[config.mk]
export PLATFORM = sky130hd
export DESIGN_NAME = sib_fifo_sync_ctrl_flat
export DESIGN_NICKNAME = d
export VERILOG_FILES = /design/src/rtl/sib_fifo_sync_ctrl_if.sv /design/src/rtl/sib_fifo_sync_ctrl.sv /design/src/flat_wrapper.sv
export SDC_FILE = /design/constraint.sdc
export NUM_CORES = 1
export LEC_CHECK = 0
export ABC_AREA = 1
export CAP_MARGIN = 20
export CELL_PAD_IN_SITES_DETAIL_PLACEMENT = 0
export CELL_PAD_IN_SITES_GLOBAL_PLACEMENT = 1
export CORE_MARGIN = 2
export CORE_UTILIZATION = 30
export DETAILED_ROUTE_END_ITERATION = 8
export DONT_BUFFER_PORTS = 1
export GPL_TIMING_DRIVEN = 0
export PLACE_DENSITY_LB_ADDON = 0.1
export SYNTH_ARGS = -nofsm -noshare
export SYNTH_HDL_FRONTEND = slang
export SYNTH_SLANG_ARGS = --single-unit
[constraint.sdc]
create_clock -name clk_i -period 6.8 [get_ports clk_i]
set_input_delay 1.7 -clock clk_i [delete_from_list [all_inputs] [get_ports clk_i]]
set_output_delay 1.7 -clock clk_i [all_outputs]
set_load 0.01 [all_outputs]
[src/rtl/sib_fifo_sync_ctrl_if.sv]
// Write, read, status and RAM-side signals of the synchronous FIFO controller.
// The controller takes the slave modport; the producer/consumer/RAM side takes master.
interface sib_fifo_sync_ctrl_if #(
    parameter int unsigned DW = 64,
    parameter int unsigned AW = 4
);
    logic          wr_en;
    logic [DW-1:0] wr_data;
    logic          full;
    logic          almost_full;
    logic          overflow;
    logic [AW+1:0] count;
    logic          rd_valid;
    logic [DW-1:0] rd_data;
    logic          rd_ready;
    logic          mem_we;
    logic [AW-1:0] mem_waddr;
    logic [DW-1:0] mem_wdata;
    logic [AW-1:0] mem_raddr;
    logic [DW-1:0] mem_rdata;

    modport slave (
        input  wr_en, wr_data, rd_ready, mem_rdata,
        output full, almost_full, overflow, count, rd_valid, rd_data,
               mem_we, mem_waddr, mem_wdata, mem_raddr
    );

    modport master (
        output wr_en, wr_data, rd_ready, mem_rdata,
        input  full, almost_full, overflow, count, rd_valid, rd_data,
               mem_we, mem_waddr, mem_wdata, mem_raddr
    );
endinterface

[src/rtl/sib_fifo_sync_ctrl.sv]
// Single-clock FIFO controller for an external RAM with 1-cycle registered read,
// plus a 2-entry first-word-fall-through output buffer.
module sib_fifo_sync_ctrl #(
    parameter int unsigned DW        = 64,
    parameter int unsigned AW        = 4,
    parameter int unsigned AF_MARGIN = 2
) (
    input logic                 clk_i,
    input logic                 rst_ni,
    input logic                 flush_i,
    sib_fifo_sync_ctrl_if.slave bus
);
    localparam int unsigned Depth = 2 ** AW;

    logic [AW:0]   wptr_q, wptr_d, rptr_q, rptr_d;
    logic [AW:0]   mem_level;
    logic          fetch_pending_q, fetch;
    logic [1:0]    ob_cnt_q, ob_cnt_d;
    logic [DW-1:0] ob_q [2];
    logic [DW-1:0] ob_d [2];
    logic          overflow_q, overflow_d;
    logic          full, pop, wr_ok;
    logic [2:0]    ob_need;

    assign mem_level = wptr_q - rptr_q;
    assign full      = (mem_level == (AW+1)'(Depth));
    assign pop       = (ob_cnt_q != 2'd0) & bus.rd_ready;
    assign wr_ok     = bus.wr_en & ~full;

    // Buffer slots already claimed after this cycle's pop; a fetch may only claim a free one.
    assign ob_need = {1'b0, ob_cnt_q} + {2'b00, fetch_pending_q} - {2'b00, pop};
    assign fetch   = (mem_level != '0) && (ob_need < 3'd2);

    assign bus.full        = full;
    assign bus.almost_full = (mem_level >= (AW+1)'(Depth - AF_MARGIN));
    assign bus.overflow    = overflow_q;
    assign bus.count       = (AW+2)'(mem_level) + (AW+2)'(fetch_pending_q) + (AW+2)'(ob_cnt_q);
    assign bus.rd_valid    = (ob_cnt_q != 2'd0);
    assign bus.rd_data     = ob_q[0];
    assign bus.mem_we      = wr_ok;
    assign bus.mem_waddr   = wptr_q[AW-1:0];
    assign bus.mem_wdata   = bus.wr_data;
    assign bus.mem_raddr   = rptr_q[AW-1:0];

    always_comb begin
        wptr_d     = wptr_q + (AW+1)'(wr_ok);
        rptr_d     = rptr_q + (AW+1)'(fetch);
        overflow_d = overflow_q | (bus.wr_en & full);
        ob_d[0]    = ob_q[0];
        ob_d[1]    = ob_q[1];
        ob_cnt_d   = ob_cnt_q;
        if (pop) begin
            ob_d[0]  = ob_q[1];
            ob_cnt_d = ob_cnt_q - 2'd1;
        end
        // Occupancy plus pending fetch never exceeds 2, so the landing slot is 0 or 1.
        if (fetch_pending_q) begin
            ob_d[ob_cnt_d[0]] = bus.mem_rdata;
            ob_cnt_d          = ob_cnt_d + 2'd1;
        end
    end

    always_ff @(posedge clk_i) begin
        if (!rst_ni || flush_i) begin
            wptr_q          <= '0;
            rptr_q          <= '0;
            fetch_pending_q <= 1'b0;
            ob_cnt_q        <= 2'd0;
            ob_q[0]         <= '0;
            ob_q[1]         <= '0;
            overflow_q      <= 1'b0;
        end else begin
            wptr_q          <= wptr_d;
            rptr_q          <= rptr_d;
            fetch_pending_q <= fetch;
            ob_cnt_q        <= ob_cnt_d;
            ob_q[0]         <= ob_d[0];
            ob_q[1]         <= ob_d[1];
            overflow_q      <= overflow_d;
        end
    end
endmodule

[src/flat_wrapper.sv]
// flat-port wrapper written by rule: the top's interface ports become plain ports
module sib_fifo_sync_ctrl_flat 
#(
    parameter int unsigned DW        = 64,
    parameter int unsigned AW        = 4,
    parameter int unsigned AF_MARGIN = 2
)
  (clk_i, rst_ni, flush_i, bus_wr_en, bus_wr_data, bus_rd_ready, bus_mem_rdata, bus_full, bus_almost_full, bus_overflow, bus_count, bus_rd_valid, bus_rd_data, bus_mem_we, bus_mem_waddr, bus_mem_wdata, bus_mem_raddr);
  sib_fifo_sync_ctrl_if #(.DW(DW), .AW(AW)) bus_i ();
  input logic clk_i;
  input logic rst_ni;
  input logic flush_i;
  input wire logic [$bits(bus_i.wr_en)-1:0] bus_wr_en;
  input wire logic [$bits(bus_i.wr_data)-1:0] bus_wr_data;
  input wire logic [$bits(bus_i.rd_ready)-1:0] bus_rd_ready;
  input wire logic [$bits(bus_i.mem_rdata)-1:0] bus_mem_rdata;
  output wire logic [$bits(bus_i.full)-1:0] bus_full;
  output wire logic [$bits(bus_i.almost_full)-1:0] bus_almost_full;
  output wire logic [$bits(bus_i.overflow)-1:0] bus_overflow;
  output wire logic [$bits(bus_i.count)-1:0] bus_count;
  output wire logic [$bits(bus_i.rd_valid)-1:0] bus_rd_valid;
  output wire logic [$bits(bus_i.rd_data)-1:0] bus_rd_data;
  output wire logic [$bits(bus_i.mem_we)-1:0] bus_mem_we;
  output wire logic [$bits(bus_i.mem_waddr)-1:0] bus_mem_waddr;
  output wire logic [$bits(bus_i.mem_wdata)-1:0] bus_mem_wdata;
  output wire logic [$bits(bus_i.mem_raddr)-1:0] bus_mem_raddr;
  assign bus_i.wr_en = bus_wr_en;
  assign bus_i.wr_data = bus_wr_data;
  assign bus_i.rd_ready = bus_rd_ready;
  assign bus_i.mem_rdata = bus_mem_rdata;
  assign bus_full = bus_i.full;
  assign bus_almost_full = bus_i.almost_full;
  assign bus_overflow = bus_i.overflow;
  assign bus_count = bus_i.count;
  assign bus_rd_valid = bus_i.rd_valid;
  assign bus_rd_data = bus_i.rd_data;
  assign bus_mem_we = bus_i.mem_we;
  assign bus_mem_waddr = bus_i.mem_waddr;
  assign bus_mem_wdata = bus_i.mem_wdata;
  assign bus_mem_raddr = bus_i.mem_raddr;
  sib_fifo_sync_ctrl #(.DW(DW), .AW(AW), .AF_MARGIN(AF_MARGIN)) u_core (.clk_i(clk_i), .rst_ni(rst_ni), .flush_i(flush_i), .bus(bus_i));
endmodule
After elaboration in Yosys (flattened, before gate mapping)
Memory sizes are Yosys's and may differ from the RTL's.
Cells that the tools add are included.
- register bits after elaboration: 14
- memory bits (writable): 128
- input bits: 133
- output and inout bits: 147
- logic and storage cells: 46
- memories kept: 1
- memories (name ; depth ; bits a word ; read ports ; clocked after memory_dff ; write ports ; line ; RTL):
    u_core.ob_q ; 2 ; 64 ; 2 ; 0 ; 2 ; sib_fifo_sync_ctrl.sv:19 ; logic [DW-1:0] ob_q [2];
- add/subtract/negate cells: 9
- order comparisons: 4
- equal/unequal tests: 1
- muxes and demuxes: 12
- bitwise logic cells: 8
- reductions and logical operators: 6
- operator list (operator ; count):
    64-bit 2-to-1 mux ; 4
    128-bit bitwise mux ; 1
    128-bit 2-to-1 mux ; 1
    64-bit demux with 1-bit select ; 1
    5-bit by 1-bit adder with 5-bit output ; 2
    5-bit by 1-bit adder with 6-bit output ; 1
    6-bit by 2-bit adder with 6-bit output ; 1
    5-bit equality test (second input constant) ; 1
    5-bit by 4-bit >= comparator with 1-bit output (second input constant) ; 1
    5-bit nonzero test ; 1
    5-bit subtractor ; 1
    2-bit 2-to-1 mux ; 2
    2-bit by 1-bit adder with 3-bit output ; 1
    1-bit AND ; 3
    3-bit by 2-bit less-than comparator with 1-bit output (second input constant) ; 1
    1-bit 2-to-1 mux ; 3
    1-bit bitwise OR ; 3
    3-bit by 1-bit subtractor with 3-bit output ; 1
    2-bit by 1-bit adder with 2-bit output (second input constant) ; 1
    2-bit >= comparator (second input constant) ; 1
    1-bit logical AND ; 2
    2-bit by 1-bit less-than comparator with 1-bit output (second input constant) ; 1
    1-bit inverter with 2-bit output ; 1
    2-bit nonzero test ; 1
    other kinds (4) ; 4

Longest topological paths before layout
Gate-level depths: netlist of the first run.
- depth after elaboration: 11
- depth in mapped cells: 18
- mapped depth without buffers: 16

Least setup slack after synthesis of the first run
OpenSTA, ideal clock, no wires.
- path kind: input-to-reg
- start: in bus_rd_ready
- end: reg u_core.rptr_q[4]
- setup time: 0.119 ns
- arrival time: 3.657 ns
- setup slack: 3.023 ns
- stages on the path: 14
- buffers on the path: 2
- cells stage by stage: nand2_4 buf_4 buf_2 nor2_1 o21ai_0 fa_1 xnor2_1 nand2_1 nor2_1 ha_1 ha_1 nand3_1 o21ai_0 a21oi_1
- word-level cells in the longest chain between the ends: 5
- RTL lines (element ; line ; RTL):
    from (decl) ; flat_wrapper.sv:15 ; input wire logic [$bits(bus_i.rd_ready)-1:0] bus_rd_ready;
    1-bit AND ; sib_fifo_sync_ctrl.sv:27 ; assign pop = (ob_cnt_q != 2'd0) & bus.rd_ready;
    3-bit by 1-bit subtractor with 3-bit output ; sib_fifo_sync_ctrl.sv:31 ; assign ob_need = {1'b0, ob_cnt_q} + {2'b00, fetch_pending_q} - {2'b00, pop};
    3-bit by 2-bit less-than comparator with 1-bit output ; sib_fifo_sync_ctrl.sv:32 ; assign fetch = (mem_level != '0) && (ob_need < 3'd2);
    1-bit logical AND ; sib_fifo_sync_ctrl.sv:32 ;
    named net u_core.fetch ; sib_fifo_sync_ctrl.sv:17 ; logic fetch_pending_q, fetch;
    5-bit by 1-bit adder with 5-bit output ; sib_fifo_sync_ctrl.sv:47 ; rptr_d = rptr_q + (AW+1)'(fetch);
    to (signal assigned) ; sib_fifo_sync_ctrl.sv:74 ; rptr_q <= rptr_d;
    to (decl) ; sib_fifo_sync_ctrl.sv:15 ; logic [AW:0] wptr_q, wptr_d, rptr_q, rptr_d;
The timed path passes the listed nets, and every way through them passes these cells.
A chain may end at the register's enable or synchronous reset.

Final worst setup path of the first run
- start: reg u_core.wptr_q[0]
- end: out bus_count[3]
- word-level cells in the longest chain between the ends: 3
- RTL lines (element ; line ; RTL):
    from (decl) ; sib_fifo_sync_ctrl.sv:15 ;
    from (signal assigned) ; sib_fifo_sync_ctrl.sv:73 ; wptr_q <= wptr_d;
    5-bit subtractor ; sib_fifo_sync_ctrl.sv:25 ; assign mem_level = wptr_q - rptr_q;
    5-bit by 1-bit adder with 6-bit output ; sib_fifo_sync_ctrl.sv:37 ; assign bus.count = (AW+2)'(mem_level) + (AW+2)'(fetch_pending_q) + (AW+2)'(ob_cnt_q);
    6-bit by 2-bit adder with 6-bit output ; sib_fifo_sync_ctrl.sv:37 ;
    to (decl) ; flat_wrapper.sv:20 ; output wire logic [$bits(bus_i.count)-1:0] bus_count;
No other way between the ends.

==> impl_summary.md, run 1 <==
Floorplan
The floorplan die area is 24,780 sq um. The core region is 23,260 sq um. The overall die height is 157.4 microns.

The starting utilization of the core area is 30.36%. Measured along the x axis, the die boundary spans 157.4 microns. The number of standard-cell rows in the floorplan is 56.

The number of top-level pins is 280.

CTS
The post-CTS resize count is 0. For this design, the CTS-stage hold fixing added 0 buffers. The clock-pin transition on the worst setup and hold timing paths is 0.07 ns. The TritonCTS clock tree is built.

The total setup buffers inserted after CTS is 0. The clock insertion delay at the later pin of the skew report is 0.43 ns. The clock passes through at most 2 buffers. Buffers inserted during clock tree synthesis total 17. The H-tree generated during clock tree synthesis spans 4 levels. The clock tree root buffer cell is sky130_fd_sc_hd__clkbuf_16. Counting every sink on the clock net gives 142.

Power
The cell leakage power is 0.003807 uW. Across the VDD grid, the largest voltage drop is 0.1410 mV. Power spread over the standard cell area amounts to 323.0 nW/um^2.

Timing
Counting I/O delays and the setup requirement, the final critical path takes 4.228 ns. Setup repair after global routing left no endpoint under its margin. The setup clock skew after layout is 0.01568 ns. The number of endpoints failing setup at the final stage is 0. The transition time of the tightest slew-check pin is 0.5956 ns.

The count of pins over their slew limit is 0. The worst path uses 62.17% of the clock period. The final count of hold timing violations is 0. Measured against its own limit, the worst slew margin works out to 60.29%. The peak clock frequency supported by timing is 236.5 MHz. Across all setup checks in the final design, the least slack found is 2.572 ns. For the final routed database, the setup TNS stands at 0 ns.

Place
The detailed-placement wirelength estimate is 13.92 mm. The total instance count after detailed placement is 1,254. Input and output buffers added on the ports amount to 0. The post-placement setup slack is 2.620 ns. The last weighted congestion value of the routability-driven placer is 0.7298.

Drt
The ratio of routed vias to standard cells is 4.432. In this run the remaining antenna-violating nets after routing total 0. The total iterations of the first detailed-routing run is 4. For this run, design rule violations remaining after detail routing come to 0. The average routed wire per standard cell is 15.19 microns.

The total vias in the final route is 5,699. For this block, the routed nets add up to 19.53 mm of wire. The violation count after the first detailed-route iteration is 205.

Yosys
The sequential share of the synthesized area is 40.26%. The mean cell area of the mapped netlist is 7.553 sq um. The number of synthesized register bits is 142. Synthesis instantiated 25 different standard cells from the library. Summing every instance area after synthesis gives 7062 sq um. Summed over all instances, the cell type with the most area after synthesis is sky130_fd_sc_hd__dfxtp_1. The net count after synthesis is 1,083.

After synthesis, the largest area contributor takes up 40.26% of total cell area. Yosys attributes the largest share of cell area to sky130_fd_sc_hd__dfxtp_1, sky130_fd_sc_hd__buf_4, sky130_fd_sc_hd__nand2_1. The cell count after synthesis came out at 935. The Yosys step of the flow raised 0 warnings.

Global routing
The initial antenna violation count is 1. The first-pass GRT wire length is 30.29 mm. The met2 track demand over resource is 25.10%. Global routing consumed, over all layers together, 15.82% of the routing resources. The global-route track usage on met3 is 5.204%. Entering global routing, the biggest net connects 17 pins. The via count of the first global-routing pass came to 5,509. met2 is the most crowded layer. The met1 track demand over resource is 20.84%.

Global routing finished with a remaining overflow of 0.

Setup path
STA puts the critical path data arrival time at 2.53 ns. For the worst setup path, the data required time is 5.10 ns. Of all nets on the critical path, the largest fanout is 3. The endpoint kind of the worst setup timing path is an output pin. STA classifies the critical path startpoint as a register. The critical path is of the reg2out type.

Cells and area
The filler-free cell count of the finished design is 1,286. The number of nets in the layout is 1,102. Cells with a size suffix above 1 make up 20.37% of the layout. Compared with the post-synthesis result, the final layout area differs by 14.05%. The diode insertion count for antenna repair is 0.

The final core utilization is 34.62%.

Flow run
The number of max-capacitance violations reported is 0.

Min path
The classification of the worst-slack hold path is reg2reg.

Status
The flow ran to the end, and the final reports show no timing, DRC or antenna violations.
## through the flow
step | cell area [sq um] | hold WS (ns) | power [uW]
finish | 8054 | 0.4599 | 2601
global route | 8054 | 0.4773 | 2771
CTS | 8054 | 0.4630 | 2656
detailed placement | 7461 | 0.4531 | 1679
global placement | 7461 | 0.4501 | 1680
floorplan | 7062 | 0.4291 | 1507
## area by class of cell
cell class              count  area [sq um]
clock buffers              17         425.4
inverters                  70         262.8
well taps                 319         399.1
plain buffers             190          1265
fillers                  2596         15210
clock inverters            15         167.7
flip-flops and latches    142          2843
multi-input cells         533          2691
## cell usage in the layout (no fill, tap or decap), types with 2 or more instances in the layout
cell	n
sky130_fd_sc_hd__o211a_1	26
sky130_fd_sc_hd__clkbuf_1	28
sky130_fd_sc_hd__inv_6	7
sky130_fd_sc_hd__o21ai_0	47
sky130_fd_sc_hd__clkbuf_16	17
sky130_fd_sc_hd__buf_1	3
sky130_fd_sc_hd__nor3_1	3
sky130_fd_sc_hd__nor2_1	20
sky130_fd_sc_hd__inv_1	66
sky130_fd_sc_hd__inv_2	2
sky130_fd_sc_hd__inv_8	4
sky130_fd_sc_hd__xor2_1	4
sky130_fd_sc_hd__clkinv_1	2
sky130_fd_sc_hd__fa_1	4
sky130_fd_sc_hd__clkinvlp_4	2
sky130_fd_sc_hd__xnor2_1	6
sky130_fd_sc_hd__dfxtp_1	142
sky130_fd_sc_hd__a21oi_1	108
sky130_fd_sc_hd__buf_4	141
sky130_fd_sc_hd__ha_1	11
sky130_fd_sc_hd__nand3_1	70
sky130_fd_sc_hd__buf_2	18
sky130_fd_sc_hd__nand2_1	228
## logic make-up after synthesis
family	after synthesis	share of synthesized area, %
simple gates	326	18.89
buf+inv	260	21.63
compound gates	181	14.67
flops	142	40.26
fa+ha+maj	15	3.083
xor+xnor	11	1.471
## cells in the mapped netlist
| library cell | n |
|---|---|
| sky130_fd_sc_hd__nand2_1 | 228 |
| sky130_fd_sc_hd__dfxtp_1 | 142 |
| sky130_fd_sc_hd__buf_4 | 141 |
| sky130_fd_sc_hd__a21oi_1 | 108 |
| sky130_fd_sc_hd__nand3_1 | 70 |
| sky130_fd_sc_hd__inv_1 | 66 |
| sky130_fd_sc_hd__o21ai_0 | 47 |
| sky130_fd_sc_hd__clkbuf_1 | 28 |
| sky130_fd_sc_hd__o211a_1 | 26 |
| sky130_fd_sc_hd__nor2_1 | 20 |
| sky130_fd_sc_hd__buf_2 | 18 |
| sky130_fd_sc_hd__ha_1 | 11 |
| sky130_fd_sc_hd__xnor2_1 | 6 |
| sky130_fd_sc_hd__fa_1 | 4 |
| sky130_fd_sc_hd__xor2_1 | 4 |
| sky130_fd_sc_hd__buf_1 | 3 |
| sky130_fd_sc_hd__nor3_1 | 3 |
| sky130_fd_sc_hd__clkinv_1 | 2 |
| sky130_fd_sc_hd__inv_2 | 2 |
| sky130_fd_sc_hd__nand2_2 | 1 |
| sky130_fd_sc_hd__nand2_4 | 1 |
| sky130_fd_sc_hd__nand3b_1 | 1 |
| sky130_fd_sc_hd__nand4_1 | 1 |
| sky130_fd_sc_hd__nor2_2 | 1 |
| sky130_fd_sc_hd__xor2_2 | 1 |
## layer usage
metal  wire length (microns)  share of wire [%]
met5                      16              0.082
met3                    1403                7.2
met1                    9044                 46
met4                     148               0.76
met2                    8917                 46
## critical path: stages, from the launching register on
cell and delay (ns):
sky130_fd_sc_hd__dfxtp_1 0.36, sky130_fd_sc_hd__inv_1 0.06, sky130_fd_sc_hd__ha_1 0.20, sky130_fd_sc_hd__fa_1 0.54, sky130_fd_sc_hd__inv_1 0.08, sky130_fd_sc_hd__ha_1 0.27
sky130_fd_sc_hd__a21oi_1 0.21, sky130_fd_sc_hd__nor2_1 0.08, sky130_fd_sc_hd__xnor2_1 0.31
## power by group
group / leakage (uW) / switching, uW / internal (uW)
Clock: 0.000287 / 437 / 525
Combinational: 0.00237 / 424 / 266
Sequential: 0.00115 / 44.5 / 904
## final timing paths
kind | startpoint | endpoint | slack [ns] | cells after the start
worst min register to register | register | register | 0.46 | 2
worst min-delay path | register | register | 0.46 | 2
worst max-delay path | u_core.wptr_q[0] | bus_count[3] | 2.57 | 8
worst max register to register | u_core.ob_cnt_q[1] | u_core.rptr_q[4] | 3.47 | 17
Power figures use the tool's default switching activity.
==> run 2: changes to the inputs <==
==> constraint.sdc (replaced) <==
create_clock -name clk_i -period 3.4 [get_ports clk_i]
set_input_delay 0.85 -clock clk_i [delete_from_list [all_inputs] [get_ports clk_i]]
set_output_delay 0.85 -clock clk_i [all_outputs]
set_load 0.01 [all_outputs]
==> impl_summary.md, run 2 (synthesis gave the netlist of run 1 again) <==
Global routing
The first-pass GRT wire length is 30.29 mm. The via count of the first global-routing pass was 5,509. The initial antenna violation count came to 1.

The residual overflow from global routing is 0. For this run, the total global-route usage over all layers was measured as 15.82%. The maximum number of pins on one net before global-route repair is 17.

Timing
The final count of hold timing violations is 0. Hold is met by 0.4597 ns. Setup repair after global routing could not meet its margin everywhere. Clock skew on the completed layout was measured at 0.01395 ns.

The count of pins over their slew limit was 0. The relative slew slack is 60.54%. The final total negative setup slack is 0 ns. The final period demand of the worst path is 3.235 ns. Setup violations remaining at the end of the flow were counted as 0. In the finished design, the share of the clock period the worst path needs comes to 95.15%. The transition time of the tightest slew-check pin is 0.5919 ns. The peak clock frequency supported by timing is 309.1 MHz.

CTS
The clock tree root buffer cell is sky130_fd_sc_hd__clkbuf_16. The number of buffers on the longest clock path is 2. The clock insertion delay at the later pin of the skew report is 0.43 ns. The count of H-tree levels built during CTS is 4. For this design, the CTS-stage hold fixing added 0 buffers. The TritonCTS clock tree is built.

Clock tree synthesis inserted a total of 17 buffers. Clock-pin slew was measured on the worst setup and hold paths at 0.07 ns. The number of clock sinks is 142.

Power
The power per unit of standard cell area is 646.9 nW/um^2. In this run the static leakage power is 0.003814 uW. The maximum ir drop on the vdd rail is 0.2848 mV.

Status
The flow ran to the end, and the final reports show no timing, DRC or antenna violations.

Setup path
STA classifies the critical path endpoint as an output pin. At the worst endpoint, the arrival time is 2.39 ns. The setup path with the least slack is of type reg2out. The maximum fanout along the worst path is 3.

The data required time of the worst path is 2.55 ns. The startpoint kind of the worst setup timing path is a register.

Floorplan
The number of top-level pins is 280. In this run the standard cell core region covers 23,260 sq um. The floorplan die area is 24,780 sq um. The number of standard-cell rows in the floorplan is 56.

The overall die height is 157.4 microns. The x dimension of the die is 157.4 microns. The starting utilization of the core area is 30.36%.

Cells and area
The number of nets in the layout is 1,101. Leaving out fill and tap cells, the most frequent cells in the layout are sky130_fd_sc_hd__nand2_1, sky130_fd_sc_hd__buf_4, sky130_fd_sc_hd__dfxtp_1. 0 antenna diodes ended up in the layout. The library cell used most frequently in the layout, excluding fill and tap cells, is sky130_fd_sc_hd__nand2_1. The signed area change from the synthesized netlist to the final layout is 14.51%. In the final layout, the share of cells above drive strength 1 is 21.22%. Fill cells in the final layout number 2,587.

Drt
In this run, the number of DRC markers left after iteration 0 of detailed routing was 218. The remaining antenna violation count is 0. The remaining design rule violation count is 0. The average routed wire per standard cell is 15.18 microns. The total vias in the final route is 5,696. The total wire length is 19.51 mm. The total iterations of the first detailed-routing run is 4. The ratio of routed vias to standard cells is 4.433.

Place
The congestion estimate from routability-driven global placement came to 0.7298. The HPWL after detailed placement is 13.92 mm. Port buffering added 0 buffers.

Min path
The classification of the worst-slack hold path is reg2reg.

Flow run
The number of max-capacitance violations reported is 0.
run 2: cell type report:
type | count | area (sq um) | area share [%]
timing repair buffer | 1 | 7.507 | 0.09284
sequential | 142 | 2849 | 35.23
multi-input combinational | 533 | 2720 | 33.64
tap | 319 | 399.1 | 4.936
clock inverter | 15 | 167.7 | 2.073
clock buffer | 17 | 425.4 | 5.261
buffer | 188 | 1255 | 15.52
inverter | 70 | 262.8 | 3.249
run 2: where the power goes:
part | internal [uW] | switching (uW) | leakage (uW)
combinational | 543 | 863 | 0.00238
clock | 1050 | 875 | 0.000287
sequential | 1810 | 89.6 | 0.00115
total | 3400 | 1830 | 0.00381
run 2: stage by stage:
step                      utilization (%)  power, uW  worst slack, ns  cell area, sq um  std cells
after floorplan                         -       3013           0.4735              7062        935
after global placement              32.07       3359          0.08850              7461       1254
after detailed placement            32.07       3358        -0.007707              7461       1254
after CTS                           34.66       5318          0.01001              8063       1286
after global routing                34.76       5565         0.007798              8087       1285
final                               34.76       5231           0.1648              8087       1285
run 2: path summary, 6_finish.rpt:
kind | from | end | slack (ns) | cells past startpoint
setup / recovery | u_core.wptr_q[0] | bus_count[4] | 0.16 | 7
hold / removal | register | register | 0.46 | 2
setup reg to reg | u_core.ob_cnt_q[0] | u_core.rptr_q[4] | 0.42 | 16
hold reg to reg | register | register | 0.46 | 2
run 2: layer usage:
layer	track usage, %	up-vias	wire (microns)
li1	-	2913	-
met5	0	-	16
met1	20.85	2607	9165
met4	3.636	2	172
met3	5.204	15	1347
met2	25.10	159	8810
run 2: repair_timing:
action / 4_1_cts / 5_1_grt
setup buffers: 0 / 1
pin swaps: 0 / 3
gates resized for setup: 2 / 9
gates cloned: 0 / 0
setup endpoints to repair: 2 / 9
run 2: critical path: stages, from the launching register on:
cell                      delay, ns
sky130_fd_sc_hd__dfxtp_2       0.34
sky130_fd_sc_hd__inv_1         0.04
sky130_fd_sc_hd__ha_1          0.20
sky130_fd_sc_hd__fa_1          0.53
sky130_fd_sc_hd__inv_1         0.07
sky130_fd_sc_hd__fa_1          0.43
sky130_fd_sc_hd__nand2_1       0.13
sky130_fd_sc_hd__xor2_2        0.21
==> run 3: changes to the inputs <==
--- a/config.mk
+++ b/config.mk
@@ -9,8 +9,8 @@
 export CAP_MARGIN = 20
 export CELL_PAD_IN_SITES_DETAIL_PLACEMENT = 0
 export CELL_PAD_IN_SITES_GLOBAL_PLACEMENT = 1
-export CORE_MARGIN = 2
-export CORE_UTILIZATION = 30
+export CORE_MARGIN = 1.5
+export CORE_UTILIZATION = 40
 export DETAILED_ROUTE_END_ITERATION = 8
 export DONT_BUFFER_PORTS = 1
 export GPL_TIMING_DRIVEN = 0
==> impl_summary.md, run 3 (synthesis gave the netlist of run 1 again) <==
Floorplan
The initial utilization of the core area, before any placement, comes to 40.83%. The die is 135.9 microns wide. In this run the vertical extent of the chip is 135.9 microns. The core outline area is 17,300 sq um. The floorplan die area is 18,460 sq um.

The number of standard-cell rows in the floorplan is 48. In this run the count of I/O pins placed on the die edge is 280.

Setup path
The critical path runs through a total of 8 cells. The number of buffers and inverters on the critical path is 2. Traced cell by cell, the critical path runs through inv_1 > ha_1 > fa_1 > inv_1 > ha_1 > a21oi_2 > nor2_1 > xnor2_2.

The startpoint kind of the worst setup timing path is a register. Of all nets on the critical path, the largest fanout is 3. The worst setup path is captured at an output pin. The cell at the slowest stage of the critical path is sky130_fd_sc_hd__fa_1. The number of cells traversed by the worst register-to-register path is 17. The critical path starts at u_core.wptr_q[0]. In this run the worst setup path terminates at bus_count[3].

On the worst path, the slowest cell contributes a delay of 0.55 ns. The cell type group with the largest total delay on the critical path is adder cells. The category of the most critical setup path is reg2out. The endpoint identified for the worst register-to-register timing path is u_core.rptr_q[4].

The worst setup slack for register-to-register paths is 0.33 ns. Data on the critical path arrives at its endpoint at 2.40 ns. The data required time of the worst path is 2.55 ns. The startpoint identified for the worst register-to-register timing path is u_core.ob_cnt_q[1].

Cells and area
The number of antenna diodes in the final layout is 0. The most common cell after layout, fill and taps aside is sky130_fd_sc_hd__nand2_1. The filler-free cell count of the finished design is 1,191. The signed area change from the synthesized netlist to the final layout is 13.73%. In the layout the commonest cells are sky130_fd_sc_hd__nand2_1, sky130_fd_sc_hd__buf_4, sky130_fd_sc_hd__dfxtp_1.

Fill cells in the final layout number 1,813. The layout cell share with drive strength beyond 1 is 21.12%. The number of nets in the layout is 1,102.

Power
The cell leakage power is 0.003847 uW. The design draws 5350 uW. Across the VDD grid, the largest voltage drop is 0.3518 mV. The power per unit of standard cell area is 666.2 nW/um^2.

Global routing
The initial antenna violation count came to 0. The via count of the first global-routing pass is 5,155. The residual overflow from global routing is 0. The maximum number of pins on one net before global-route repair is 17. The first global-routing pass estimated 26.89 mm of wire. Across every metal layer, demand over resource in global routing totals 19.02%.

Drt
Using the TritonRoute via totals, the vias-per-cell ratio works out to 4.744. The total iterations of the first detailed-routing run is 5. The average routed wire per standard cell is 14.73 microns. The routed design has 17.54 mm of wire.

After detailed routing, the number of remaining DRC violations is 0. The total vias in the final route is 5,650. The count of nets left with antenna violations once routing finished came out at 0. The detailed router finished its first iteration with 166 violations.

Place
The number of buffer cells added on primary ports is 0. Before CTS, the worst setup slack after placement is 0.09365 ns. The congestion estimate from routability-driven global placement came to 0.7217. The detailed-placement wirelength estimate is 12.44 mm. The total instance count after detailed placement is 1,160.

CTS
The number of buffers on the longest clock path is 2. The number of clock buffers inserted by TritonCTS is 17. After clock tree synthesis, the flow added hold-fix buffers numbering 0. Buffers added to address setup during post-CTS repair amount to 0.

The clock insertion delay at the later pin of the skew report is 0.42 ns. The clock drives 142 sinks. After clock tree synthesis, the clock-pin slew on the worst setup and hold paths is 0.06 ns. TritonCTS built the clock tree.

Clock tree synthesis selected as its root buffer the cell sky130_fd_sc_hd__clkbuf_16. CTS built an H-tree with a depth of 4.

Timing
The final count of hold timing violations is 0. Measured against its own limit, the worst slew margin works out to 62.20%. The fraction of the cycle the final worst path needs is 95.48%. The setup clock skew after layout is 0.007903 ns.

The count of pins over their slew limit is 0. The number of endpoints failing setup at the final stage is 0. Setup repair after global routing left no endpoint under its margin.

At the pin with the least slew margin, the transition time is 0.5670 ns. In the post-route analysis, the smallest setup slack over all paths is 0.1537 ns. The final period demand of the worst path is 3.246 ns. Based on the critical path, the design can be clocked at up to 308.0 MHz. After routing, the total negative slack on setup checks comes to 0 ns.

Flow run
Across the run, the number of max-cap violations was 0.

Min path
The path class of the tightest hold or removal check is reg2reg.

Status
The flow ran to the end, and the final reports show no timing, DRC or antenna violations.
[run 3: worst reg2reg max path, stage by stage (launching register included)]
cell	delay (ns)
sky130_fd_sc_hd__dfxtp_2	0.42
sky130_fd_sc_hd__inv_1	0.06
sky130_fd_sc_hd__ha_1	0.19
sky130_fd_sc_hd__inv_2	0.11
sky130_fd_sc_hd__nand2_4	0.10
sky130_fd_sc_hd__buf_4	0.20
sky130_fd_sc_hd__buf_2	0.21
sky130_fd_sc_hd__nor2_2	0.15
sky130_fd_sc_hd__o21ai_0	0.14
sky130_fd_sc_hd__fa_1	0.39
sky130_fd_sc_hd__xnor2_1	0.16
sky130_fd_sc_hd__nand2_1	0.08
sky130_fd_sc_hd__nor2_1	0.11
sky130_fd_sc_hd__ha_1	0.18
sky130_fd_sc_hd__ha_1	0.19
sky130_fd_sc_hd__nand3_1	0.11
sky130_fd_sc_hd__o21ai_1	0.13
sky130_fd_sc_hd__a21oi_1	0.04
[run 3: routing by layer]
layer	up-vias	routed length, microns	track usage [%]
li1	2912	-	-
met1	2533	7992	24.81
met2	189	8017	29.64
met3	16	1299	6.189
met4	0	228	6.383
met5	-	0	0
[run 3: area by class of cell]
class                   instances  area (sq um)  area share, %
well taps                     225         281.5          3.505
inverters                      70         262.8          3.272
clock buffers                  21         470.5          5.858
clock inverters                10         185.2          2.306
flip-flops and latches        142          2846          35.44
multi-input cells             533          2720          33.87
plain buffers                 190          1265          15.75
[run 3: repair_timing]
action / CTS / global route
resized for setup: 1 / 10
endpoints found under the setup margin: 1 / 6
pin swaps: 0 / 2
cloned: 0 / 0
[run 3: how the worst min path moves through the flow]
| stage | cells after the start | slack [ns] | end | startpoint |
|---|---|---|---|---|
| after floorplan | 2 | 0.43 | register | register |
| after global placement | 2 | 0.44 | register | register |
| after detailed placement | 2 | 0.45 | register | register |
| after CTS | 2 | 0.46 | register | register |
| after global routing | 2 | 0.47 | register | register |
| final | 2 | 0.46 | register | register |
[run 3: per-stage QoR]
stage	util [%]	hold WS (ns)	cell area, sq um
5_1_grt	46.43	0.4723	8031
3_5_place_dp	42.46	0.4476	7343
4_1_cts	46.29	0.4561	8006
2_1_floorplan	-	0.4291	7062
6_report	46.43	0.4591	8031
3_3_place_gp	42.46	0.4392	7343
[run 3: where the power goes]
group          switching [uW]  internal (uW)
sequential               89.6           1810
combinational             831            541
clock                     721           1360
total                    1640           3710
